===== src/rtl/odo_sbox_bank.sv =====
// Runtime-loadable S-box lookup bank. A single 2^WIDTH-entry table is loaded
// serially and then serves LANES parallel lookups through a registered
// valid/ready output stage. A seen-bitmap flags tables that are not permutations.
module odo_sbox_bank #(
    parameter int WIDTH = 6,
    parameter int LANES = 4
) (
    input  logic                     clk,
    input  logic                     rst_n,
    input  logic                     load_start,
    input  logic                     ld_valid,
    input  logic [WIDTH-1:0]         ld_data,
    input  logic                     in_valid,
    output logic                     in_ready,
    input  logic [LANES*WIDTH-1:0]   in_data,
    output logic                     out_valid,
    input  logic                     out_ready,
    output logic [LANES*WIDTH-1:0]   out_data,
    output logic                     loading,
    output logic                     table_ready,
    output logic                     perm_err
);

    localparam int              DEPTH = 1 << WIDTH;
    localparam logic [WIDTH-1:0] LAST = WIDTH'(DEPTH - 1);

    // Table storage is deliberately not reset; a reload is required after reset.
    logic [WIDTH-1:0]       tbl [DEPTH];
    logic [WIDTH-1:0]       addr;
    logic [DEPTH-1:0]       seen;
    logic [LANES*WIDTH-1:0] lookup;
    logic                   ld_we;
    logic                   accept;

    // load_start wins over a coincident ld_valid, so that word is dropped.
    assign ld_we    = loading && ld_valid && !load_start;
    assign in_ready = table_ready && !loading && (!out_valid || out_ready);
    assign accept   = in_valid && in_ready;

    // Every lane is an independent combinational read of the shared table.
    for (genvar g = 0; g < LANES; g++) begin : g_lane
        assign lookup[g*WIDTH +: WIDTH] = tbl[in_data[g*WIDTH +: WIDTH]];
    end

    // Table write port, driven only by accepted load words.
    always_ff @(posedge clk) begin
        if (ld_we) tbl[addr] <= ld_data;
    end

    // Load sequencing and bijectivity tracking.
    always_ff @(posedge clk or negedge rst_n) begin
        if (!rst_n) begin
            loading     <= 1'b0;
            table_ready <= 1'b0;
            perm_err    <= 1'b0;
            addr        <= '0;
            seen        <= '0;
        end else if (load_start) begin
            loading     <= 1'b1;
            table_ready <= 1'b0;
            perm_err    <= 1'b0;
            addr        <= '0;
            seen        <= '0;
        end else if (ld_we) begin
            addr          <= addr + 1'b1;
            seen[ld_data] <= 1'b1;
            if (seen[ld_data]) perm_err <= 1'b1;
            if (addr == LAST) begin
                loading     <= 1'b0;
                table_ready <= 1'b1;
            end
        end
    end

    // Registered output stage: capture on accept, drop when consumed, hold on stall.
    always_ff @(posedge clk or negedge rst_n) begin
        if (!rst_n) begin
            out_valid <= 1'b0;
            out_data  <= '0;
        end else if (accept) begin
            out_valid <= 1'b1;
            out_data  <= lookup;
        end else if (out_ready) begin
            out_valid <= 1'b0;
        end
    end

endmodule


===== config.mk =====
export PLATFORM = sky130hd
export DESIGN_NAME = odo_sbox_bank
export DESIGN_NICKNAME = d
export VERILOG_FILES = /design/src/rtl/odo_sbox_bank.sv
export SDC_FILE = /design/constraint.sdc
export NUM_CORES = 1
export LEC_CHECK = 0
export CORE_ASPECT_RATIO = 1.75
export CORE_MARGIN = 2
export CORE_UTILIZATION = 40
export CTS_CLUSTER_DIAMETER = 80
export CTS_CLUSTER_SIZE = 20
export DETAILED_ROUTE_END_ITERATION = 10
export GPL_TIMING_DRIVEN = 0
export PLACE_DENSITY_LB_ADDON = 0.12
export SLEW_MARGIN = 20
export SYNTH_ARGS = -nofsm -noshare
export SYNTH_HDL_FRONTEND = slang
export SYNTH_SLANG_ARGS = --single-unit
export TNS_END_PERCENT = 1

===== constraint.sdc =====
create_clock -name clk -period 4.8 [get_ports clk]
set_input_delay 0.48 -clock clk [delete_from_list [all_inputs] [get_ports clk]]
set_output_delay 0.48 -clock clk [all_outputs]
set_load 0.05 [all_outputs]

==> summary.md, run 1 <==
| Metric | Value |
|---|---|
| Critical path's largest stage delay | `0.95 ns` |
| Gates resized, CTS repair | `0` |
| Total power | `9.13 mW` |
| # H-tree levels | `1` |
| Most frequent cell on the critical path | `a21oi_1` |
| Post-route minimum period | `4.44 ns` |
| Postcts setup bufs | `0` |
| Slew headroom | `17.8%` |
| Warnings, synthesis | `0` |
| Ys async rst share | `20.3%` |
| Max Cap Viol | `0` |
| CTS Buffer Depth | `3` |
| Worst-Skew Late Latency | `0.65 ns` |
| CTS Buf Count | `30` |
| RSZ-0062 raised after global routing | `false` |
| Hpwl dp | `111 mm` |
| Post-synth top area cell | `edfxtp_1` |
| Most frequent cells in the layout | `mux2i_1 (414), edfxtp_1 (384), mux4_2 (164)` |
| Vias in the first global route | `22700` |
| Crit path max fanout | `10` |
| Routed WL per cell | `45.1 µm` |
| Worst-margin pin slew | `1.23 ns` |
| Critical Path Slowest Stage Cell | `nor2_1` |
| Overall global routing resource usage | `38.3%` |
| CTS Hold Bufs | `1` |
| Register area | `0.0140 mm²` |
| Placed cells | `3187` |
| Area Overhead vs Synth | `9.55%` |
| Status | `complete, no violations` |
| Initial drt markers | `2238` |
| Setup slack, reg-to-reg | `0.98 ns` |
| Final instance area | `0.0322 mm²` |
| Sequential share of the synthesized area | `47.5%` |
| Worst vdd ir | `334 µV` |
| Multi-input logic area | `0.0141 mm²` |
| Worst path cell trace | `clkdlybuf4s50_1, buf_1, nor2_1, clkbuf_1, a22oi_1, nand4_1, a41oi_1, a21oi_1, a21oi_1` |
| Starting Density | `40.4%` |
| Finish-stage setup viols | `0` |
| Setup CP Type | `in -> reg` |
| Worst Path Arrival | `4.92 ns` |
| Crit path capture type | `flip-flop` |
| Syn Nets | `2234` |
| Required time worst endpoint | `5.28 ns` |
| Clk pin slew, worst setup/hold paths | `0.09 ns` |
| WL final | `146 mm` |
| Grt ovf | `0` |
| Clock sink total | `482` |
| Syn Inst Count | `2197` |
| Final Max Tran Viols | `0` |
| Top FF cell, synth | `edfxtp_1` |
| Hold WS | `0.257 ns` |
| Row cnt | `131` |
| Post-synth EDFFs | `384` |
| Post-synth top area share | `39.2%` |
| Cell area after synthesis | `0.0294 mm²` |
| Fmax | `225 MHz` |
| Drt drc | `0` |
| Buffers on Ports | `52` |
| Fill cells | `6730` |
| Tcrit/Tclk final | `92.5%` |
| Post-Layout Cell Count | `3245` |
| Mean Syn Cell Area | `13.4 µm²` |
| Cell Area, Placed | `0.0312 mm²` |
| DR vias | `22500` |
| Total Nets Final | `2327` |
| Vias per inst | `6.92` |
| Root buf cell | `clkbuf_16` |
| Die Ht | `363 µm` |
| I/O Pins | `65` |
| Final Core Density | `44.3%` |
| Static Leak | `11.5 nW` |
| Share of cells above drive strength 1 | `16.3%` |
| Cell variety after synth | `49` |
| Synth top area cells | `edfxtp_1 (39%), mux2i_1 (14%), mux4_2 (13%)` |
| Global-route wire length before repair | `194 mm` |
| Core Box Area | `0.0728 mm²` |
| Leading cell type in the layout, fill and taps excluded | `mux2i_1` |
| Worst min-delay path class | `in -> async` |
| Fin. Hold Viols | `0` |
| Largest net degree at the start of global routing | `75` |
| Antenna Nets Post-Route | `0` |
| CTS tree | `yes` |
| Pwr Density | `283 mW/mm²` |
| Initial antenna violation count | `7` |
| Die Wd | `209 µm` |
| Die area | `0.0758 mm²` |
| Startpoint types | `input pin` |
| Placer Congestion | `1.09` |
| Flip-flop and latch count after synthesis | `482` |
| Clock skew after layout | `0.0225 ns` |
| First drt pass iteration count | `8` |
## routing by layer
layer  up-vias  GRT usage (%)  part of all wire, %
met2      1282           66.5                   50
met1     11600           37.9                   32
met5         -         0.0651                0.036
li1       9038              -                    -
met3       543           7.00                  6.5
met4         8           38.2                   12
## critical path: cells and delay by family
family,cells,cell delay [ns]
buf+inv,3,2.06
compound gates,4,1.18
simple gates,2,1.16
## logic make-up (layout without fill, tap and decap cells)
kind of cell | after synthesis | after routing | share of synthesized area [%]
compound gates | 409 | 409 | 9.16
xor+xnor | 5 | 5 | 0.149
fa+ha+maj | 1 | 1 | 0.0425
buf+inv | 273 | 388 | 4.56
flops | 482 | 482 | 47.5
mux | 660 | 660 | 32.7
other cells | 0 | 2 | 0
simple gates | 367 | 367 | 5.87
## registers in the layout (all words and copies together), names as in the netlist
name and flops:
addr 6, loading 1, out_data 24, out_valid 1
perm_err 1, seen 64, table_ready 1, tbl 384
## through the flow
| step | TNS (ns) | worst slack, ns |
|---|---|---|
| 3_5_place_dp | -0.261 | -0.110 |
| 2_1_floorplan | 0 | 1.78 |
| 4_1_cts | 0 | 0.547 |
| 3_3_place_gp | -101.83 | -0.911 |
| 5_1_grt | 0 | 0.448 |
| 6_report | 0 | 0.359 |
## cell type report
cell class                 instances  area share, %
multi-input combinational       1442           43.7
sequential                       482           43.4
tap                              931           3.61
buffer                           207           3.41
clock buffer                      47           2.69
timing repair buffer              61           2.10
inverter                          66          0.769
clock inverter                     7          0.287
antenna                            2         0.0155
## final timing paths
check | from | cells past startpoint | endpoint
max | in_data[4] | 9 | out_data[3]
min | rst_n | 2 | seen[19]
max reg2reg | loading | 5 | tbl[7][0]
min reg2reg | seen[53] | 2 | seen[53]
max in group asynchronous | rst_n | 3 | out_data[2]
min in group clk | ld_data[0] | 1 | tbl[10][0]
## synth_stat cells (7+ instances only)
cell / n
o22ai_1: 85
buf_2: 78
buf_1: 8
nor2b_1: 18
o21ai_0: 11
nor2_1: 122
nand3_1: 83
nand2b_1: 9
or2_2: 7
nand4_1: 27
buf_4: 24
inv_1: 66
nand2_1: 72
mux2i_1: 414
clkbuf_1: 83
a22oi_1: 146
mux2_2: 25
edfxtp_1: 384
a41oi_1: 24
dfrtp_1: 98
nand3b_1: 8
a31oi_1: 25
mux4_1: 55
mux4_2: 164
a21oi_1: 101
## where the power goes
group          switching (mW)  internal, mW  total, mW
combinational            1.16         0.532       1.70
sequential             0.0268          4.54       4.57
clock                    1.55          1.32       2.87
total                    2.74          6.39       9.13
Note: power is estimated with default switching activity, not from simulation.
==> run 2, diff against run 1 <==
==> constraint.sdc (replaced) <==
create_clock -name clk -period 3.9 [get_ports clk]
set_input_delay 0.39 -clock clk [delete_from_list [all_inputs] [get_ports clk]]
set_output_delay 0.39 -clock clk [all_outputs]
set_load 0.05 [all_outputs]
==> run 2 against run 1 <==
Critical path type unchanged; global-route usage stayed put; flip-flop and latch count stayed put; the flow now finishes with violations (setup timing); final cell count hardly changed; power is 23% higher; routed wire length is 0.24% lower; combinational power is 22% higher; clock skew is 0.0039 ns lower.
==> summary.md, run 2 (synthesis results as in run 1) <==
| Metric | Value |
|---|---|
| I/O Pins | `65` |
| Clock share of power | `31.4%` |
| R2R cell count | `5` |
| Placed cells | `3187` |
| Total power | `11.2 mW` |
| Clock sink total | `482` |
| Tcrit/Tclk final | `102%` |
| Required time worst endpoint | `4.47 ns` |
| Post-Layout Cell Count | `3246` |
| DR vias | `22500` |
| Die Wd | `209 µm` |
| Pwr Density | `348 mW/mm²` |
| Setup crit start | `in_data[10]` |
| Slew headroom | `17.8%` |
| Vias in the first global route | `22700` |
| Grt ovf | `0` |
| Final worst slack | `-0.0761 ns` |
| Post-route minimum period | `3.98 ns` |
| Sequential power share | `50.1%` |
| Worst path cell trace | `clkdlybuf4s50_1, buf_1, nor2_2, clkbuf_1, a22oi_1, nand3_1, a41oi_1, a21oi_1, a21oi_1` |
| CTS Buf Count | `30` |
| WL final | `146 mm` |
| Routed WL per cell | `45.0 µm` |
| Internal | `7.87 mW` |
| Starting Density | `40.4%` |
| Fin. Hold Viols | `0` |
| Global-route wire length before repair | `194 mm` |
| Root buf cell | `clkbuf_16` |
| Worst vdd ir | `412 µV` |
| Combinational share of power | `18.6%` |
| Hold WS | `0.164 ns` |
| CTS Buffer Depth | `3` |
| Placer Congestion | `1.09` |
| Setup TNS | `-0.184 ns` |
| Crit path buf inv count | `3` |
| Most frequent cells in the layout | `mux2i_1 (414), edfxtp_1 (384), mux4_2 (164)` |
| Worst reg2reg path endpoint | `tbl[7][0]` |
| Share of cells above drive strength 1 | `16.6%` |
| Status | `complete, but fails checks` |
| Static Leak | `11.5 nW` |
| Worst-margin pin slew | `1.23 ns` |
| Crit path max fanout | `10` |
| Row cnt | `131` |
| Clk pin slew, worst setup/hold paths | `0.09 ns` |
| CTS tree | `yes` |
| Setup CP Type | `in -> reg` |
| Initial drt markers | `2332` |
| RSZ-0062 raised after global routing | `false` |
| Overall global routing resource usage | `38.3%` |
| Worst-Skew Late Latency | `0.65 ns` |
| Drt drc | `0` |
| WP depth | `9` |
| Final Max Tran Viols | `0` |
| Fmax | `252 MHz` |
| Most frequent cell on the critical path | `a21oi_1` |
| End of the critical path | `out_data[10]` |
| Largest register by flop count | `tbl` |
| Max reg flops | `384` |
| Total Nets Final | `2327` |
| Critical Path Slowest Stage Cell | `buf_1` |
| Top Registers | `tbl (384), seen (64), out_data (24)` |
| Vias per inst | `6.92` |
| Core Box Area | `0.0728 mm²` |
| Worst Path Arrival | `4.54 ns` |
| Buffers on Ports | `52` |
| Crit path max-delay family | `buffers and inverters` |
| Antenna Nets Post-Route | `0` |
| Hpwl dp | `111 mm` |
| Clock skew after layout | `0.0186 ns` |
| Crit path capture type | `flip-flop` |
| Startpoint types | `input pin` |
| Largest net degree at the start of global routing | `75` |
| Failing checks | `setup timing` |
| Area Overhead vs Synth | `9.61%` |
| Critical R2R Launch | `loading` |
| # H-tree levels | `1` |
| Max Cap Viol | `0` |
| Postcts setup bufs | `0` |
| Worst min-delay path class | `in -> async` |
| Leading cell type in the layout, fill and taps excluded | `mux2i_1` |
| Die area | `0.0758 mm²` |
| First drt pass iteration count | `6` |
| Critical path's largest stage delay | `0.84 ns` |
| Die Ht | `363 µm` |
| Initial antenna violation count | `7` |
| Sw Share | `30.0%` |
| Finish-stage setup viols | `4` |
| Setup slack, reg-to-reg | `0.12 ns` |
| Net switching power | `3.36 mW` |
run 2: cell types whose count changed in the layout (fill, tap and decap cells not counted):
cell / delta
clkbuf_2: +4
nor2_4: +1
buf_1: -1
clkbuf_1: -3
nor2_2: +1
nor2_1: -2
diode_2: +1
run 2: worst min path at each step:
stage	slack [ns]	start	end	cells past startpoint
floorplan	0.09	rst_n	addr[0]	0
global placement	0.49	seen[53]	seen[53]	2
detailed placement	0.27	rst_n	seen[19]	1
CTS	0.15	rst_n	seen[19]	2
global route	0.19	rst_n	seen[17]	2
finish	0.16	rst_n	seen[19]	2
run 2: through the flow:
stage / util, % / setup WS, ns / instance area, µm²
after floorplan: - / 0.881 / 29400
after global placement: 42.7 / -1.72 / 31100
after detailed placement: 42.9 / -0.920 / 31200
after CTS: 44.3 / 0.00525 / 32200
after global routing: 44.3 / 0.0132 / 32200
final: 44.3 / -0.0761 / 32200
run 2: layout make-up:
type	count	area [µm²]
buffer	207	1100
tap	931	1160
clock inverter	7	92.6
timing repair buffer	61	676
clock buffer	47	866
fill	6731	40500
multi-input combinational	1442	14100
inverter	66	248
antenna	3	7.51
sequential	482	14000
run 2: power groups by stage:
stage / clock network (mW) / registers (mW) / logic [mW]
2_1_floorplan: 0 / 5.83 / 0.971
3_3_place_gp: 0 / 5.75 / 1.99
3_5_place_dp: 0 / 5.74 / 2.01
4_1_cts: 3.54 / 5.62 / 2.01
5_1_grt: 3.70 / 5.63 / 2.10
6_report: 3.52 / 5.62 / 2.08
run 2: repair_timing:
item,CTS,global route
endpoints found under the setup margin,9,3
hold buffers,1,0
gates resized for setup,4,6
endpoints found under the hold margin,93,0
run 2: routing by layer:
| layer | routed length, µm | up-vias | global-route usage (%) |
|---|---|---|---|
| li1 | - | 9049 | - |
| met1 | 45900 | 11500 | 37.9 |
| met2 | 72400 | 1354 | 66.5 |
| met5 | 40 | - | 0.0651 |
| met4 | 18300 | 6 | 38.2 |
| met3 | 9510 | 560 | 7.00 |
